File: src/rtl/music_box_tone_gen_if.sv
// Song-select / note-timer inputs and tone/sequencer outputs of the music box tone core.
interface music_box_tone_gen_if #(
    parameter int AW    = 5,
    parameter int CNT_W = 20
);
    logic             song1;
    logic             song2;
    logic             song3;
    logic             note_done;
    logic             tone_en;
    logic             kclk;
    logic [CNT_W-1:0] note;
    logic [1:0]       duration;
    logic [AW-1:0]    mem_loc;
    logic [3:0]       notecase;
    logic             start;
    logic             speaker;

    modport master (
        output song1, song2, song3, note_done, tone_en,
        input  kclk, note, duration, mem_loc, notecase, start, speaker
    );

    modport slave (
        input  song1, song2, song3, note_done, tone_en,
        output kclk, note, duration, mem_loc, notecase, start, speaker
    );
endinterface

File: src/rtl/music_box_tone_gen.sv
// Music box core: kclk = clk/2, three 32-step songs advanced by note_done, square-wave speaker.
// note/notecase/duration are combinational from mem_loc; speaker toggles every T cycles (T = half period).
module music_box_tone_gen #(
    parameter int SONG_LEN = 32,
    parameter int CNT_W    = 20
) (
    input  logic                 clk,
    input  logic                 rst_n,
    music_box_tone_gen_if.slave  bus
);
    localparam int AW = $clog2(SONG_LEN);

    typedef enum logic [1:0] {SEL_NONE, SEL_S1, SEL_S2, SEL_S3} sel_e;

    sel_e             sel_d, sel_q;
    logic [AW-1:0]    mem_loc_d, mem_loc_q;
    logic [CNT_W-1:0] tone_cnt_d, tone_cnt_q;
    logic             speaker_d, speaker_q;
    logic             kclk_q;
    logic             start;
    logic [3:0]       step;
    logic [3:0]       notecase;
    logic [1:0]       duration;
    logic [CNT_W-1:0] note;
    logic [CNT_W-1:0] tone_t;

    always_comb begin
        sel_d = SEL_NONE;
        if (bus.song1)      sel_d = SEL_S1;
        else if (bus.song2) sel_d = SEL_S2;
        else if (bus.song3) sel_d = SEL_S3;
    end

    assign start = bus.song1 | bus.song2 | bus.song3;

    // A select change (including to none) restarts the song and swallows that cycle's note_done.
    always_comb begin
        mem_loc_d = mem_loc_q;
        if (sel_d != sel_q || !start)
            mem_loc_d = '0;
        else if (bus.note_done)
            mem_loc_d = (mem_loc_q == AW'(SONG_LEN - 1)) ? '0 : mem_loc_q + 1'b1;
    end

    assign step = mem_loc_q[3:0];

    always_comb begin
        notecase = 4'd0;
        duration = 2'd0;
        case (sel_d)
            SEL_S1: begin
                // Rising 1..8 on steps 0-7, then 8..1 on steps 8-15 (16-step mod 16).
                notecase = step[3] ? (4'd0 - step) : (step + 4'd1);
                duration = 2'd1;
            end
            SEL_S2: begin
                case (step)
                    4'd0, 4'd1, 4'd14: notecase = 4'd1;
                    4'd2, 4'd3, 4'd6:  notecase = 4'd5;
                    4'd4, 4'd5:        notecase = 4'd6;
                    4'd8, 4'd9:        notecase = 4'd4;
                    4'd10, 4'd11:      notecase = 4'd3;
                    4'd12, 4'd13:      notecase = 4'd2;
                    default:           notecase = 4'd0;
                endcase
                if (step == 4'd7 || step == 4'd15)      duration = 2'd3;
                else if (step == 4'd6 || step == 4'd14) duration = 2'd2;
            end
            SEL_S3: begin
                notecase = mem_loc_q[0] ? 4'd3 : 4'd5;
                duration = (mem_loc_q == AW'(SONG_LEN - 1)) ? 2'd3 : 2'd0;
            end
            default: ;
        endcase
    end

    always_comb begin
        case (notecase)
            4'd1:    note = CNT_W'(191109);
            4'd2:    note = CNT_W'(170265);
            4'd3:    note = CNT_W'(151685);
            4'd4:    note = CNT_W'(143172);
            4'd5:    note = CNT_W'(127550);
            4'd6:    note = CNT_W'(113636);
            4'd7:    note = CNT_W'(101238);
            4'd8:    note = CNT_W'(95556);
            default: note = '0;
        endcase
    end

    assign tone_t = bus.tone_en ? note : '0;

    // >= rather than == so a shorter note arriving mid-count wraps at once instead of overrunning.
    always_comb begin
        tone_cnt_d = tone_cnt_q + 1'b1;
        speaker_d  = speaker_q;
        if (tone_t == '0) begin
            tone_cnt_d = '0;
            speaker_d  = 1'b0;
        end else if (tone_cnt_q >= tone_t - CNT_W'(1)) begin
            tone_cnt_d = '0;
            speaker_d  = ~speaker_q;
        end
    end

    always_ff @(posedge clk or negedge rst_n) begin
        if (!rst_n) begin
            sel_q      <= SEL_NONE;
            mem_loc_q  <= '0;
            tone_cnt_q <= '0;
            speaker_q  <= 1'b0;
            kclk_q     <= 1'b0;
        end else begin
            sel_q      <= sel_d;
            mem_loc_q  <= mem_loc_d;
            tone_cnt_q <= tone_cnt_d;
            speaker_q  <= speaker_d;
            kclk_q     <= ~kclk_q;
        end
    end

    assign bus.kclk     = kclk_q;
    assign bus.note     = note;
    assign bus.duration = duration;
    assign bus.mem_loc  = mem_loc_q;
    assign bus.notecase = notecase;
    assign bus.start    = start;
    assign bus.speaker  = speaker_q;
endmodule

File: src/flat_wrapper.sv
// flat-port wrapper written by rule: the top's interface ports become plain ports
module music_box_tone_gen_flat 
#(
    parameter int SONG_LEN = 32,
    parameter int CNT_W    = 20
)
  (clk, rst_n, bus_song1, bus_song2, bus_song3, bus_note_done, bus_tone_en, bus_kclk, bus_note, bus_duration, bus_mem_loc, bus_notecase, bus_start, bus_speaker);
  music_box_tone_gen_if #(.CNT_W(CNT_W)) bus_i ();
  input  logic clk;
  input  logic rst_n;
  input wire logic [$bits(bus_i.song1)-1:0] bus_song1;
  input wire logic [$bits(bus_i.song2)-1:0] bus_song2;
  input wire logic [$bits(bus_i.song3)-1:0] bus_song3;
  input wire logic [$bits(bus_i.note_done)-1:0] bus_note_done;
  input wire logic [$bits(bus_i.tone_en)-1:0] bus_tone_en;
  output wire logic [$bits(bus_i.kclk)-1:0] bus_kclk;
  output wire logic [$bits(bus_i.note)-1:0] bus_note;
  output wire logic [$bits(bus_i.duration)-1:0] bus_duration;
  output wire logic [$bits(bus_i.mem_loc)-1:0] bus_mem_loc;
  output wire logic [$bits(bus_i.notecase)-1:0] bus_notecase;
  output wire logic [$bits(bus_i.start)-1:0] bus_start;
  output wire logic [$bits(bus_i.speaker)-1:0] bus_speaker;
  assign bus_i.song1 = bus_song1;
  assign bus_i.song2 = bus_song2;
  assign bus_i.song3 = bus_song3;
  assign bus_i.note_done = bus_note_done;
  assign bus_i.tone_en = bus_tone_en;
  assign bus_kclk = bus_i.kclk;
  assign bus_note = bus_i.note;
  assign bus_duration = bus_i.duration;
  assign bus_mem_loc = bus_i.mem_loc;
  assign bus_notecase = bus_i.notecase;
  assign bus_start = bus_i.start;
  assign bus_speaker = bus_i.speaker;
  music_box_tone_gen #(.SONG_LEN(SONG_LEN), .CNT_W(CNT_W)) u_core (.clk(clk), .rst_n(rst_n), .bus(bus_i));
endmodule
File: config.mk
export PLATFORM = sky130hd
export DESIGN_NAME = music_box_tone_gen_flat
export DESIGN_NICKNAME = d
export VERILOG_FILES = /design/src/rtl/music_box_tone_gen_if.sv /design/src/rtl/music_box_tone_gen.sv /design/src/flat_wrapper.sv
export SDC_FILE = /design/constraint.sdc
export NUM_CORES = 1
export LEC_CHECK = 0
export BUFFER_PORTS_ARGS = -buffer_cell sky130_fd_sc_hd__buf_2
export CORE_MARGIN = 3
export CORE_UTILIZATION = 35
export DETAILED_ROUTE_END_ITERATION = 8
export MAX_ROUTING_LAYER = met4
export SLEW_MARGIN = 20
export SYNTH_ARGS = -nofsm -noshare
export SYNTH_HDL_FRONTEND = slang
export SYNTH_SLANG_ARGS = --single-unit
File: constraint.sdc
create_clock -name clk -period 4.7 [get_ports clk]
set_input_delay 0.705 -clock clk [delete_from_list [all_inputs] [get_ports clk]]
set_output_delay 0.705 -clock clk [all_outputs]
set_load 0.1 [all_outputs]
* Word level (Yosys, flattened, before mapping) *
Memory sizes are Yosys's and may differ from the RTL's.
Index checks and enable logic that the tools add are counted.
Widths: inputs -> output; s select.

storage, ports and cells
  register bits after elaboration = 29
  latch bits = 0
  RAM bits = 0
  memory bits (read-only) = 336
  logic and storage cells = 51
  memories kept = 2

cells by class
  $add $sub $neg = 5
  $mul = 0
  divide/modulo/power cells = 0
  $lt $le $gt $ge = 1
  eq/ne operators = 9
  shifts and indexed selects = 0
  muxes and demuxes = 18
  bitwise operators = 4
  reduce and logical (&&, ||, !) cells = 7

memories
  name             words  bits a word  read ports  clocked after memory_dff  wr ports  RTL line                  text
  (no name shown)  16     18           1           0                         0         music_box_tone_gen.sv:78  case (notecase)
  (no name shown)  16     3            1           0                         0         music_box_tone_gen.sv:57  case (step)

operator list
  cell                   count
  $mux 20                3
  $add 20x1->20 const B  1
  $ge 20x20->1           1
  $logic_not 20->1       1
  $sub 20x1->20 const B  1
  $mux 5                 3
  $mux 2                 6
  $pmux 4 s3             1
  $eq 4x3->1 const B     2
  $eq 4x4->1 const B     2
  $pmux 2 s3             1
  $add 5x1->5 const B    1
  $eq 5x5->1 const B     1
  $add 4x1->4 const B    1
  $eq 2x2->1 const B     2
  $mux 4                 1
  $reduce_bool 2->1      2
  $sub 1x4->4 const A    1
  $logic_or 1x1->1       3
  $mux 3                 1
  $eq 2x1->1 const B     1
  $mux 1                 2
  $ne 2x2->1             1
  $not 1->1              2
  other kinds (2)        3

* Logic depth before layout (Yosys ltp) *
An unclocked memory read counts as a cell.

  word-level depth = 11
  mapped depth = 23

* Least setup slack after synthesis *
No wires, ideal clock.

  path kind = reg2reg
  start = reg u_core.mem_loc_q[0] (netlist: u_core.bus.mem_loc[0])
  end = reg u_core.tone_cnt_q[14]
  arrival = 6.982 ns
  path slack = -2.355 ns
  stages on the path, launching flop included = 21
  cells stage by stage = dfrtp_1 -> buf_2 -> inv_1 -> ha_1 -> a21oi_2 -> mux2i_1 -> a222oi_1 -> nand2_1 -> ha_1 -> nand2_1 -> nor2_1 -> a21oi_1 -> ha_1 -> and3_1 -> a221oi_1 -> o21ai_0 -> a21oi_1 -> o211a_1 -> clkbuf_1 -> nand2_1 -> a21oi_2

on the way
  word-level cells in the longest chain between the ends = 9

RTL lines
  item                                               RTL line                   text
  start, declared                                    music_box_tone_gen.sv:16   logic [AW-1:0] mem_loc_d, mem_loc_q;
  start signal, assigned                             music_box_tone_gen.sv:115  mem_loc_q <= mem_loc_d;
  $add 4x1->4 / $sub 1x4->4 (equally long branches)  music_box_tone_gen.sv:53   notecase = step[3] ? (4'd0 - step) : (step + 4'd1);
  $mux 4                                             music_box_tone_gen.sv:53
  $pmux 4 s3 *                                       music_box_tone_gen.sv:50   case (sel_d)
  $mem_v2 16x18 *                                    n/a
  net bus_note[1]                                    flat_wrapper.sv:17         output wire logic [$bits(bus_i.note)-1:0] bus_note;
  $mux 20 *                                          music_box_tone_gen.sv:91   assign tone_t = bus.tone_en ? note : '0;
  $sub 20x1->20                                      music_box_tone_gen.sv:100  end else if (tone_cnt_q >= tone_t - CNT_W'(1)) begin
  $ge 20x20->1                                       music_box_tone_gen.sv:100
  $mux 20                                            music_box_tone_gen.sv:100
  $mux 20 *                                          music_box_tone_gen.sv:97   if (tone_t == '0) begin
  net u_core.tone_cnt_d[14]                          music_box_tone_gen.sv:17   logic [CNT_W-1:0] tone_cnt_d, tone_cnt_q;
  end signal, assigned                               music_box_tone_gen.sv:116  tone_cnt_q <= tone_cnt_d;
  end, declared                                      music_box_tone_gen.sv:17

The timed path passes the listed nets; every way through them passes the cells marked *.
A chain may end at the register's enable or synchronous reset.

* Worst setup path after layout *
  start = reg u_core.mem_loc_q[1] (netlist: u_core.bus.mem_loc[1])
  end = reg u_core.tone_cnt_q[3]

on the way
  word-level cells in the longest chain between the ends = 9

RTL lines
  item                                               RTL line
  $add 4x1->4 / $sub 1x4->4 (equally long branches)  music_box_tone_gen.sv:53
  $mux 4                                             music_box_tone_gen.sv:53
  $pmux 4 s3 *                                       music_box_tone_gen.sv:50
  $mem_v2 16x18 *                                    n/a
  $mux 20 *                                          music_box_tone_gen.sv:91
  $sub 20x1->20                                      music_box_tone_gen.sv:100
  $ge 20x20->1                                       music_box_tone_gen.sv:100
  $mux 20                                            music_box_tone_gen.sv:100
  $mux 20 *                                          music_box_tone_gen.sv:97
  net u_core.tone_cnt_d[3]                           music_box_tone_gen.sv:17

Marks and branches as above.

==> metrics.cfg <==
[clock_network]
cts_tree = done
cts_buffers = 5
clock_path_buffers = 2
cts_hold_buf = 0
h-tree-depth = 2
clkTransAtPathRegs_ns = 0.07
clockRootBuffer = clkbuf_8
clk_latency_ns = 0.29
clock-sinks = 29

[synthesis]
synth_top_area_share_pct = 24.1
synthCells = 374
synth_cell_types = 60
synth-edff-count = 0
synthArstFlopShare_pct = 100
syn_area_um2 = 3010
synthMostInstantiatedCell = a21oi_1
synth.largest_area_cell = dfrtp_1
ys_warn_count = 0
synth_flop_cell = dfrtp_1
postSynthRegisterBits = 29
synth_common_cells = a21oi_1 (47), nand2_1 (46), nor2_1 (40), ha_1 (34), dfrtp_1 (29)
yosys-top-cells-area = dfrtp_1 (24%), ha_1 (14%), a21oi_1 (7.8%)
seq_area_frac_synth_pct = 24.1
syn_area_per_cell_um2 = 8.05

[floorplanning]
initial_core_util_pct = 36.3
die-area_um2 = 9750
fp.dieH_um = 98.7
io_pins = 41
dieWidth_um = 98.7
rows = 33
core_area_um2 = 8300

[timing]
finalClockSkew_ns = 0.00749
slew_headroom_pct = 55.3
setup_ws_ns = 0.351
setup_tns_ns = 0
period_share_pct = 92.5
hold_violations = 0
tightest_slew_ns = 0.671
slew_viol_final = 0
fmax_ghz = 0.230
setup_violations = 0
period_minus_slack_ns = 4.35
grt_setup_unrepaired = false
whs_ns = 0.413

[critical_path]
crit_type = reg -> reg
r2r_cells = 18
slowest_delay_ns = 0.54
path_buf_inv = 4
cpLargestDelayFamily = compound AO/OA/AOI/OAI gates
end_kind = flop
crit_fanout = 9
cpMostUsedCell = a21oi_1
worstPathCellList = inv_1 > ha_4 > mux2i_1 > o211a_4 > inv_2 > nor3_4 > a21oi_1 > a211oi_1 > inv_1 > a221oi_1 > ha_1 > o211ai_1 > o21ai_1 > a21oi_1 > o211a_4 > buf_4 > nand2_1 > a21oi_1
ff2ff_setup_slack_ns = 0.35
worstReg2RegEnd = u_core.tone_cnt_q[3]
cp_slowest_cell = dfrtp_4
worstReg2RegStart = u_core.bus.mem_loc[1]
crit_required_ns = 4.91
cp.arrival_ns = 4.56
cp-start-kind = flop

[placement]
dpl.cell_count = 510
dp_hpwl_um = 6090
place_ws_ns = 0.0843
place_congestion = 0.928
port_buffers = 38
placed_cell_area_um2 = 3380

[min_path]
hold_path_depth = 1
holdPathEnd = u_core.bus.kclk
hp-start = u_core.bus.kclk
min_path_type = reg -> reg

[cells_and_area]
nets = 453
syn2layout_area_growth_pct = 16.7
fin_cells = 518
finalInstanceArea_um2 = 3510
drive_gt1_share_pct = 26.2
seqCellArea_um2 = 738
antenna_cells = 0
fin_util_pct = 42.3
multi_input_area_um2 = 2200
fillers = 862

[flow_run]
drv_cap = 0

[grt]
grt_pass1_vias = 2776
grt-ovfl-total = 0
grt_max_degree = 30
antenna_found_initial = 0
grt.total_usage_pct = 17.2
grt_pass1_wl_um = 13500

[routing]
dr_total_vias = 2859
vias_per_cell = 5.52
first_iter_violations = 142
wl_um = 7800
ant_nets = 0
drcViolationCount = 0
wl_per_cell_um = 15.1
dr.pass1.iters = 4

[status]
status = finished, final reports clean

[power]
power_density_nw_per_um2 = 290
p_leak_nw = 1.62
power_mw = 1.02
ir_drop_uv = 104

how the worst max path moves through the flow:
stage,startpoint,cells past startpoint,endpoint,slack (ns)
after floorplan,u_core.bus.mem_loc[1],19,u_core.tone_cnt_q[0],-1.54
after global placement,bus_song1,18,u_core.tone_cnt_q[0],0.14
after detailed placement,bus_song1,18,u_core.tone_cnt_q[3],0.08
after CTS,u_core.bus.mem_loc[1],19,u_core.tone_cnt_q[3],0.22
after global routing,u_core.bus.mem_loc[1],21,u_core.tone_cnt_q[1],0.01
final,u_core.bus.mem_loc[1],18,u_core.tone_cnt_q[3],0.35
cells in the final DEF, fill, tap and decap left out, types with 11 or more instances in the layout:
cell	netlist	routed
inv_1	12	11
nand2_1	46	43
xnor2_1	13	13
buf_2	6	38
dfrtp_1	29	25
nor2_1	40	39
a21oi_1	47	45
nand3_1	13	13
ha_1	34	30
report_power, final:
part	leakage, nW	internal (mW)	switching, mW
sequential	0.380	0.274	0.0346
combinational	1.18	0.125	0.310
clock	0.0574	0.172	0.104
total	1.62	0.571	0.448
cells by family after synthesis:
| family | after synthesis | share of synthesized area [%] |
|---|---|---|
| AOI/OAI and AO/OA | 96 | 20.6 |
| xor gates and xnor gates | 21 | 6.36 |
| adders and majority gates | 34 | 14.1 |
| buffers and inverters | 33 | 5.61 |
| DFF | 29 | 24.1 |
| muxes | 8 | 2.99 |
| other | 1 | 0.125 |
| and+or+nand+nor | 152 | 26.1 |
sequential cells by signal (all words and copies together) (netlist names):
register / count
u_core.sel_q: 2
u_core.bus.mem_loc: 5
u_core.bus.kclk: 1
u_core.bus.speaker: 1
u_core.tone_cnt_q: 20
layout make-up:
cell class / instances / share of cell area [%]
multi-input combinational: 313 / 62.8
sequential: 29 / 21.0
timing repair buffer: 47 / 7.34
tap: 105 / 3.74
clock buffer: 6 / 2.35
inverter: 16 / 1.71
clock inverter: 2 / 1.07
timing repair:
| item | 4_1_cts | 5_1_grt |
|---|---|---|
| endpoints found under the setup margin | 0 | 15 |
| setup buffers | 0 | 0 |
| gates resized for setup | 0 | 3 |
per-layer routing:
layer / GRT usage (%) / vias to the layer above / wire, um
met1: 22.3 / 1361 / 3670
li1: - / 1397 / -
met5: - / - / 0
met2: 27.2 / 84 / 3560
met4: 6.30 / 0 / 204
met3: 2.76 / 17 / 371
Power figures use the tool's default switching activity.
